[src/rtl/param_counter.sv]
// General-purpose event/interval counter: configurable width, modulo and direction,
// with synchronous load, wrap/saturate ends, prescaler, terminal-count pulse and sticky overflow.
module param_counter #(
  parameter int          WIDTH     = 4,
  parameter int unsigned MAX_COUNT = (2 ** WIDTH) - 1,
  parameter int          PRESCALE  = 1,
  parameter bit          SATURATE  = 1'b0
) (
  input  logic             clock,
  input  logic             reset,
  input  logic             enable,
  input  logic             up_down,
  input  logic             load,
  input  logic [WIDTH-1:0] load_value,
  input  logic             clear_flags,
  output logic [WIDTH-1:0] counter_out,
  output logic             terminal_count,
  output logic             overflow
);

  localparam int               PSC_W    = (PRESCALE > 1) ? $clog2(PRESCALE) : 1;
  localparam logic [PSC_W-1:0] PSC_LAST = PSC_W'(PRESCALE - 1);
  localparam logic [WIDTH-1:0] MAX_VAL  = WIDTH'(MAX_COUNT);

  logic [PSC_W-1:0] psc_q, psc_d;
  logic [WIDTH-1:0] cnt_q, cnt_d;
  logic             tc_q, tc_d;
  logic             ovf_q, ovf_d;

  logic             step;
  logic             at_end;
  logic             end_event;
  logic [WIDTH-1:0] load_clamped;

  assign step         = enable && (psc_q == PSC_LAST);
  assign at_end       = up_down ? (cnt_q == MAX_VAL) : (cnt_q == '0);
  // A load in the same cycle swallows the step, so it cannot raise any flag either.
  assign end_event    = step && !load && at_end;
  assign load_clamped = (load_value > MAX_VAL) ? MAX_VAL : load_value;

  // Prescaler next state.
  always_comb begin
    // NOTE: every combinational output gets a default first so no path leaves it
    // unassigned, which would otherwise infer a latch.
    psc_d = psc_q;
    if (load) begin
      psc_d = '0;
    end else if (enable) begin
      psc_d = (psc_q == PSC_LAST) ? '0 : psc_q + 1'b1;
    end
  end

  // Count next state: explicit end compares keep non-power-of-two ranges exact.
  always_comb begin
    cnt_d = cnt_q;
    if (load) begin
      cnt_d = load_clamped;
    end else if (step) begin
      if (up_down) begin
        if (cnt_q != MAX_VAL)  cnt_d = cnt_q + 1'b1;
        else if (!SATURATE)    cnt_d = '0;
      end else begin
        if (cnt_q != '0)       cnt_d = cnt_q - 1'b1;
        else if (!SATURATE)    cnt_d = MAX_VAL;
      end
    end
  end

  // Flags: pulse tracks the end event; overflow set beats clear.
  always_comb begin
    tc_d  = end_event;
    ovf_d = end_event | (ovf_q & ~clear_flags);
  end

  // NOTE: sequential state uses non-blocking assignments so all registers
  // update together from the pre-edge values.
  always_ff @(posedge clock) begin
    if (reset) begin
      psc_q <= '0;
      cnt_q <= '0;
      tc_q  <= 1'b0;
      ovf_q <= 1'b0;
    end else begin
      psc_q <= psc_d;
      cnt_q <= cnt_d;
      tc_q  <= tc_d;
      ovf_q <= ovf_d;
    end
  end

  assign counter_out    = cnt_q;
  assign terminal_count = tc_q;
  assign overflow       = ovf_q;

endmodule

[config.mk]
export PLATFORM = sky130hd
export DESIGN_NAME = param_counter
export DESIGN_NICKNAME = d
export VERILOG_FILES = /design/src/rtl/param_counter.sv
export SDC_FILE = /design/constraint.sdc
export NUM_CORES = 1
export LEC_CHECK = 0
export ABC_CLOCK_PERIOD_IN_PS = 5050
export BUFFER_PORTS_ARGS = -buffer_cell sky130_fd_sc_hd__buf_2
export CAP_MARGIN = 5
export CORE_AREA = 2 2 39 41
export DETAILED_ROUTE_END_ITERATION = 8
export DIE_AREA = 0 0 41 43
export GPL_TIMING_DRIVEN = 1
export PLACE_DENSITY = 0.57
export SLEW_MARGIN = 20
export SYNTH_ARGS = -nofsm -noshare
export SYNTH_HDL_FRONTEND = slang
export SYNTH_SLANG_ARGS = --single-unit
[constraint.sdc]
create_clock -name clock -period 5.05 [get_ports clock]
set_clock_uncertainty 0.2 [all_clocks]
set_input_delay 0.505 -clock clock [delete_from_list [all_inputs] [get_ports clock]]
set_output_delay 0.505 -clock clock [all_outputs]
set_load 0.1 [all_outputs]
* Word level (Yosys, flattened, before mapping)
Cells that the tools add are included.
** Cells by class
- Mux-type cells :: 8
- Bitwise logic cells :: 4
- Add/sub/neg operators :: 3
- $lt $le $gt $ge :: 1
- Reductions and logical operators :: 8
- Eq/ne operators :: 2
** Operators with widths (count)
- $mux W4 :: 6
- $add A4 B1 Y4 const B :: 1
- $eq A4 B4 Y1 const B :: 1
- $gt A4 B4 Y1 const B :: 1
- $logic_not A4 Y1 :: 1
- $ne A4 B4 Y1 const B :: 1
- $reduce_bool A4 Y1 :: 1
- $sub A4 B1 Y4 const B :: 1
- $logic_and A1 B1 Y1 :: 3
- $mux W1 :: 2
- $not A1 Y1 :: 2
- $reduce_bool A2 Y1 :: 1
- $reduce_or A2 Y1 :: 1
- $add A1 B1 Y1 const B :: 1
- $and A1 B1 Y1 :: 1
- $logic_not A1 Y1 :: 1
- $or A1 B1 Y1 :: 1
** Storage, ports and cells
- Word-level logic and storage cells :: 30
- Register bits after elaboration :: 7
- Output and inout port bits :: 6

* Logic depth before layout (Yosys ltp)
Gate-level depths: netlist (run 1).
- Depth in word-level cells :: 5
- Depth in mapped cells :: 6
- Gate-level depth less buffers :: 6

* Worst setup path after synthesis (run 1)
No wires, ideal clock.
- Path type :: flip-flop to flip-flop
- Start :: register cnt_q[1], in the netlist counter_out[1]
- End :: register cnt_q[3], in the netlist counter_out[3]
- Required time :: 4.723 ns
- Path slack :: 2.693 ns
- Data arrival time :: 2.030 ns
- Stages on the path, launching flop included :: 7
- Path buffers :: 0
- Cells stage by stage :: dfxtp_1 > inv_1 > ha_1 > o21bai_1 > a21oi_1 > nor4_1 > or3_1
** Between the ends
- Word-level cells in the longest chain between the ends :: 5
- Elaborated cells on any way between the ends :: 9
- Those cells by class :: add/sub (2); eq/ne (1); mux (5); reduce/logical (1)
** RTL lines
- from (decl) :: RTL line 26 : logic [WIDTH-1:0] cnt_q, cnt_d;
- from (signal assigned) :: RTL line 85 : cnt_q <= cnt_d;
- $sub A4 B1 Y4 (tied with other cells) :: RTL line 63 : if (cnt_q != '0) cnt_d = cnt_q - 1'b1;
- $mux W4, on equally long branches :: RTL line 63, 60
- $mux W4 (*) :: RTL line 59 : if (up_down) begin
- $mux W4 (*) :: RTL line 58 : end else if (step) begin
- $mux W4 (*) :: RTL line 56 : if (load) begin
Every way passes the cells marked *; elsewhere a longest branch is shown, timed or not. The select of a mux whose other input is x is not followed.
A chain may end at the register's enable or synchronous reset.

* Worst setup path after layout (run 1)
- Start :: register cnt_q[0], in the netlist counter_out[0]
- End :: output counter_out[0]
** RTL lines
- to (decl) :: RTL line 16 : output logic [WIDTH-1:0] counter_out,
No word-level cell between the ends.

==> run_results.csv, run 1 <==
group,metric,value,unit
timing,tightestPinTransition,0.4851,ns
synth,ys_types,28,
synth,syn_area,402.9,sq um
clocking,root_buffer,"clkbuf_4",
synth,ys_seq_area_frac,0.2981,
placement,gp_congestion,0.7728,
worst_setup_path,worstPathBufferInverterCount,1,
worst_setup_path,path_class,"flip-flop to output pin",
synth,synth_compound_area_frac,0.2236,
timing,setup_viol,0,
timing,fin_setup_tns,0,ns
power_and_ir_drop,ir_drop,0.2002,mV
run,drv_cap,0,
synth,synth_warnings,0,
synth,ys_ff_latch,6,
worst_setup_path,crit_chain,"buf_2",
finish,nNetsFinal,78,
floorplanning,start_util,0.2911,
global_routing,grt_pass1_wl,1.366,mm
clocking,clock_latency,0.24,ns
floorplanning,fp.dieH,43,um
finish,area_growth,25.16,%
worst_setup_path,critPathRequiredTime,4.35,ns
clocking,cts_tree,"yes",
synth,synthCells,48,
synth,yosysTopAreaCellShare,0.2981,
clocking,post_cts_buffers,0,
floorplanning,ios,16,
timing,period_share,0.3768,
finish,layout_commonest_cell,"buf_2",
finish,drive_gt1_frac,0.3594,
global_routing,grt_pass1_vias,326,
synth,synth_mux_area_frac,0.05280,
route,route.detailed.drc,0,
synth,synthAdderAreaFrac,0.06211,
global_routing,grt_max_degree,10,
finish,antenna_cells,0,
synth,yosys.area_share.simple,0.2329,
finish,fin_cells,80,
status,status,"completed",
clocking,h-tree-depth,1,
worst_setup_path,start_kind,"flip-flop",
timing,hold_viol_final,0,
synth,synth-xor-area-share,0.04348,
clocking,clkTransAtPathRegs,0.05,ns
synth,syn-num-nets,60,
floorplanning,rows,14,
worst_setup_path,arrival,1.20,ns
placement,portBuffers,15,
worst_setup_path,cp_slowest_cell,"buf_2",
worst_setup_path,crit_family,"buffers and inverters",
synth,avgSynthCellArea,8.393,sq um
route,dr.pass1.iters,4,
power_and_ir_drop,power_density,295.4,nW/um^2
route,vias,388,
floorplanning,die_area,1763,sq um
power_and_ir_drop,power,148.9,uW
placement,dpl.cell_count,77,
route,via_per_inst,4.850,
worst_setup_path,critPathCaptureType,"output pin",
synth,synth_top_family_by_area,"simple AND/OR/NAND/NOR gates",
floorplanning,die_w,41,um
timing,max_slew_margin,0.6788,
route,ant_nets,0,
placement,dpl_cell_area,481.7,sq um
clocking,cts_resized,0,
global_routing,grt_remaining_overflow,0,
synth,synth.top_cells.by_area,"dfxtp_1 30%, a21oi_1 7.5%, ha_1 6.2%, xnor2_1 4.3%, inv_1 3.7%",
clocking,hold_buffers,0,
worst_hold_path,hp-class,"flip-flop to flip-flop",
global_routing,grt_usage,0.1215,
clocking,numClockSinks,6,
clocking,cts.path.max_buffers,2,
finish,design_area,504.2,sq um
route,drt-total-wl,859,um
worst_setup_path,path_max_fanout,8,
floorplanning,core_area,1384,sq um
timing,fmax,525.6,MHz
placement,hpwl,677,um
finish,final_cell_mix,"15 x buf_2, 6 x a21oi_1, 6 x dfxtp_1",
timing,slew_violations,0,
timing,rsz0062_at_grt,"false",
route,wl_per_cell,10.74,um
timing,period_minus_slack,1.903,ns
finish,utilization,0.3644,
clocking,cts_buffers,3,
power_and_ir_drop,p_leak,0.0002439,uW
global_routing,antenna_found_initial,0,
synth,synth_area_leader_cell,"dfxtp_1",
worst_setup_path,worst_path_largest_cell_delay,0.49,ns
route,drt_iter0_markers,10,
[cell type report]
type	count	area (sq um)
inverters	5	18.77
clock buffers	3	22.52
well taps	16	20.02
fillers	146	879.6
multi-input cells	35	247.7
repair buffers	15	75.07
flip-flops and latches	6	120.1
[stage by stage]
stage          hold WS [ns]  worst slack (ns)
2_1_floorplan        0.3766             2.693
3_3_place_gp         0.2296             3.230
3_5_place_dp         0.2346             3.237
4_1_cts              0.2454             3.137
5_1_grt              0.2648             3.078
6_report             0.2420             3.147
[per-layer routing]
layer | wire length, um | global-route usage | vias up
met5 | 0 | 0 | -
met4 | 15 | 0.04000 | 0
met3 | 103 | 0.09948 | 2
met2 | 340 | 0.1563 | 14
met1 | 400 | 0.1479 | 164
li1 | - | - | 208
[report_power, final]
part	leakage, uW	switching [uW]	internal, uW	total [uW]
combinational	0.000181	33.9	15.6	49.5
sequential	0.0000494	5.12	50.6	55.7
clock	0.0000138	16.9	26.9	43.8
[kinds of logic (layout without fill, tap and decap cells)]
kind of cell / after synthesis / after routing
compound gates: 14 / 14
mux: 2 / 2
buf+inv: 7 / 23
fa+ha+maj: 2 / 2
simple gates: 15 / 15
xor+xnor: 2 / 2
flops: 6 / 6
[registers in the layout, summed over array words and instances, names as in the netlist]
register,count
counter_out,4
overflow,1
terminal_count,1
[Yosys cell counts]
cell type,n
or3_1,1
nor4_1,1
a311oi_1,1
mux2_2,1
o21a_1,1
a21oi_1,6
nor2b_1,1
nor2_1,4
a21o_1,1
nand2_1,2
buf_6,1
ha_1,2
dfxtp_1,6
mux2i_1,1
buf_2,1
nor4b_1,1
nor3b_1,1
or3b_2,1
nand4_1,1
or4_1,1
o21ai_0,2
or4b_4,1
o21bai_1,1
xnor2_1,2
inv_1,4
a211oi_1,1
a41o_2,1
inv_2,1
[final timing paths]
| check | from | endpoint | slack [ns] | cells past startpoint |
|---|---|---|---|---|
| setup / recovery | counter_out[0] | counter_out[0] | 3.15 | 1 |
| hold / removal | overflow | overflow | 0.24 | 1 |
| setup reg to reg | counter_out[0] | counter_out[0] | 3.28 | 6 |
| hold reg to reg | overflow | overflow | 0.24 | 1 |
(Power assumes the default switching activity.)
==> run 2, diff against run 1 <==
Settings changed: ABC_CLOCK_PERIOD_IN_PS 5050 to 1800.
Clock period 5.05 ns to 1.8 ns, I/O delays scaled along.
==> run 2 against run 1 <==
  * Global-route usage fell by 0.12 points
  * Combinational power rose to 3.0 times the previous value
  * Via count is 4.9% higher
  * Sequential power grew to 2.7 times the previous value
  * Flip-flop and latch count unchanged
  * Wire length rose by 2.4%
  * Clock-buffer cell count up 1
  * Total power grew to 3.0 times the previous value
  * Critical path type is now input port to flip-flop
  * Worst setup slack worse by 3.1 ns
  * Critical path depth increased by 4
  * First-iteration DRC count is 70% lower
  * Register-to-register slack worse by 3.2 ns
  * Critical endpoint is now counter_out[3]
==> run_results.csv, run 2 (same netlist as run 1, synthesis figures left out) <==
group,metric,value,unit
placement,hpwl,679.7,um
floorplanning,rows,14,
timing,max_slew_margin,0.6783,
worst_setup_path,critPathRequiredTime,1.79,ns
floorplanning,die_w,41,um
route,via_per_inst,4.845,
global_routing,antenna_found_initial,0,
clocking,clock_latency,0.25,ns
global_routing,grt_pass1_wl,1.380,mm
power_and_ir_drop,power,441.4,uW
worst_hold_path,hp-class,"input port to flip-flop",
finish,fillers,151,
route,vias,407,
worst_setup_path,cp_slowest_cell,"dlygate4sd3_1",
global_routing,grt_max_degree,10,
floorplanning,core_area,1384,sq um
finish,largest_reg_flops,4,
route,drt-total-wl,880,um
timing,rsz0062_at_grt,"false",
worst_setup_path,worst_path_largest_cell_delay,0.53,ns
timing,period_share,0.9658,
placement,gp_congestion,0.8228,
power_and_ir_drop,p_switching,165.9,uW
power_and_ir_drop,power_density,796.3,nW/um^2
global_routing,grt_usage,0.1202,
clocking,numClockSinks,6,
power_and_ir_drop,p_clk_frac,0.317,
finish,final_cell_mix,"15 x buf_2, 6 x a21oi_1, 4 x inv_1, 4 x nor2_1",
route,drt_iter0_markers,3,
power_and_ir_drop,p_int,275.5,uW
floorplanning,fp.dieH,43,um
route,wl_per_cell,10.48,um
finish,seq_area,132.6,sq um
timing,tightestPinTransition,0.4859,ns
placement,dpl.cell_count,78,
worst_setup_path,path_max_fanout,6,
route,dr.pass1.iters,3,
timing,period_minus_slack,1.738,ns
floorplanning,die_area,1763,sq um
clocking,clkTransAtPathRegs,0.05,ns
finish,fin_cells,84,
finish,nNetsFinal,81,
finish,area_growth,37.58,%
power_and_ir_drop,combPwrFrac,0.336,
clocking,h-tree-depth,1,
power_and_ir_drop,switching_share,0.3758,
status,status,"completed",
run,drv_cap,0,
timing,fin_setup_tns,0,ns
timing,setup_viol,0,
route,ant_nets,0,
finish,layout_commonest_cell,"buf_2",
power_and_ir_drop,p_leak,0.0002618,uW
timing,fmax,575.2,MHz
power_and_ir_drop,pwr-share-seq,0.347,
timing,slew_violations,0,
floorplanning,start_util,0.2911,
worst_setup_path,arrival,1.73,ns
global_routing,grt_remaining_overflow,0,
worst_setup_path,path_class,"input port to flip-flop",
global_routing,grt_pass1_vias,330,
timing,hold_viol_final,0,
worst_setup_path,critPathCaptureType,"flip-flop",
clocking,cts.path.max_buffers,2,
clocking,post_cts_buffers,0,
power_and_ir_drop,ir_drop,0.3475,mV
finish,drive_gt1_frac,0.4265,
worst_setup_path,start_kind,"input port",
placement,dpl_cell_area,501.7,sq um
floorplanning,ios,16,
clocking,cts_buffers,3,
clocking,cts_tree,"yes",
route,route.detailed.drc,0,
clocking,root_buffer,"clkbuf_4",
finish,design_area,554.3,sq um
placement,portBuffers,15,
timing,whs,0.04423,ns
worst_setup_path,crit_chain,"dlygate4sd3_1, buf_2, or3b_2, nor4_1, or3_1",
finish,multi_input_area,254.0,sq um
finish,antenna_cells,0,
==> run 2: changes by cell type in the layout (fill, tap and decap cells not counted) <==
cell,change
dfxtp_1,-4
dfxtp_4,+3
clkbuf_1,+1
buf_4,+1
a311oi_1,-1
dfxtp_2,+1
dlygate4sd3_1,+2
a311oi_2,+1
==> run 2: metrics by stage <==
step / setup slack [ns] / util
after floorplan: 0.006253 / -
after global placement: 0.1042 / 0.3626
after detailed placement: 0.09265 / 0.3626
after global routing: 0.004908 / 0.4005
after CTS: 0.06492 / 0.3960
final: 0.06156 / 0.4005
==> run 2: routing by layer <==
| metal | vias to the layer above | track usage | wire length, um |
|---|---|---|---|
| met1 | 179 | 0.1374 | 382 |
| met5 | - | 0 | 0 |
| met4 | 0 | 0.04000 | 0 |
| met2 | 15 | 0.1750 | 419 |
| li1 | 213 | - | - |
| met3 | 0 | 0.07853 | 78 |
==> run 2: power groups by stage <==
stage | Sequential (uW) | Clock [uW] | Combinational (uW)
5_1_grt | 156 | 161 | 160
6_report | 153 | 140 | 148
4_1_cts | 153 | 151 | 147
3_3_place_gp | 156 | 0 | 144
3_5_place_dp | 156 | 0 | 144
2_1_floorplan | 217 | 0 | 53.7
==> run 2: final timing paths <==
path	cells past startpoint	from	endpoint	slack, ns
hold reg to reg	1	overflow	overflow	0.25
hold / removal	3	clear_flags	overflow	0.04
setup reg to reg	6	counter_out[1]	counter_out[0]	0.09
setup / recovery	5	reset	counter_out[3]	0.06
==> run 2: what timing repair did <==
action,4_1_cts,5_1_grt
hold buffers,2,0
setup endpoints to repair,0,1
endpoints found under the hold margin,2,0
gates resized for setup,0,1
==> run 2: critical path: cells and delay by family <==
kind | cells | cell delay [ns]
AND/OR/NAND/NOR | 3 | 0.86
buffers and inverters | 2 | 0.69
==> run 2: area by class of cell <==
class                           instances  area share
Timing Repair Buffer                   18      0.1851
Multi-Input combinational cell         35      0.4582
Sequential cell                         6      0.2393
Tap cell                               16     0.03612
Inverter                                5     0.03386
Clock buffer                            4     0.04740
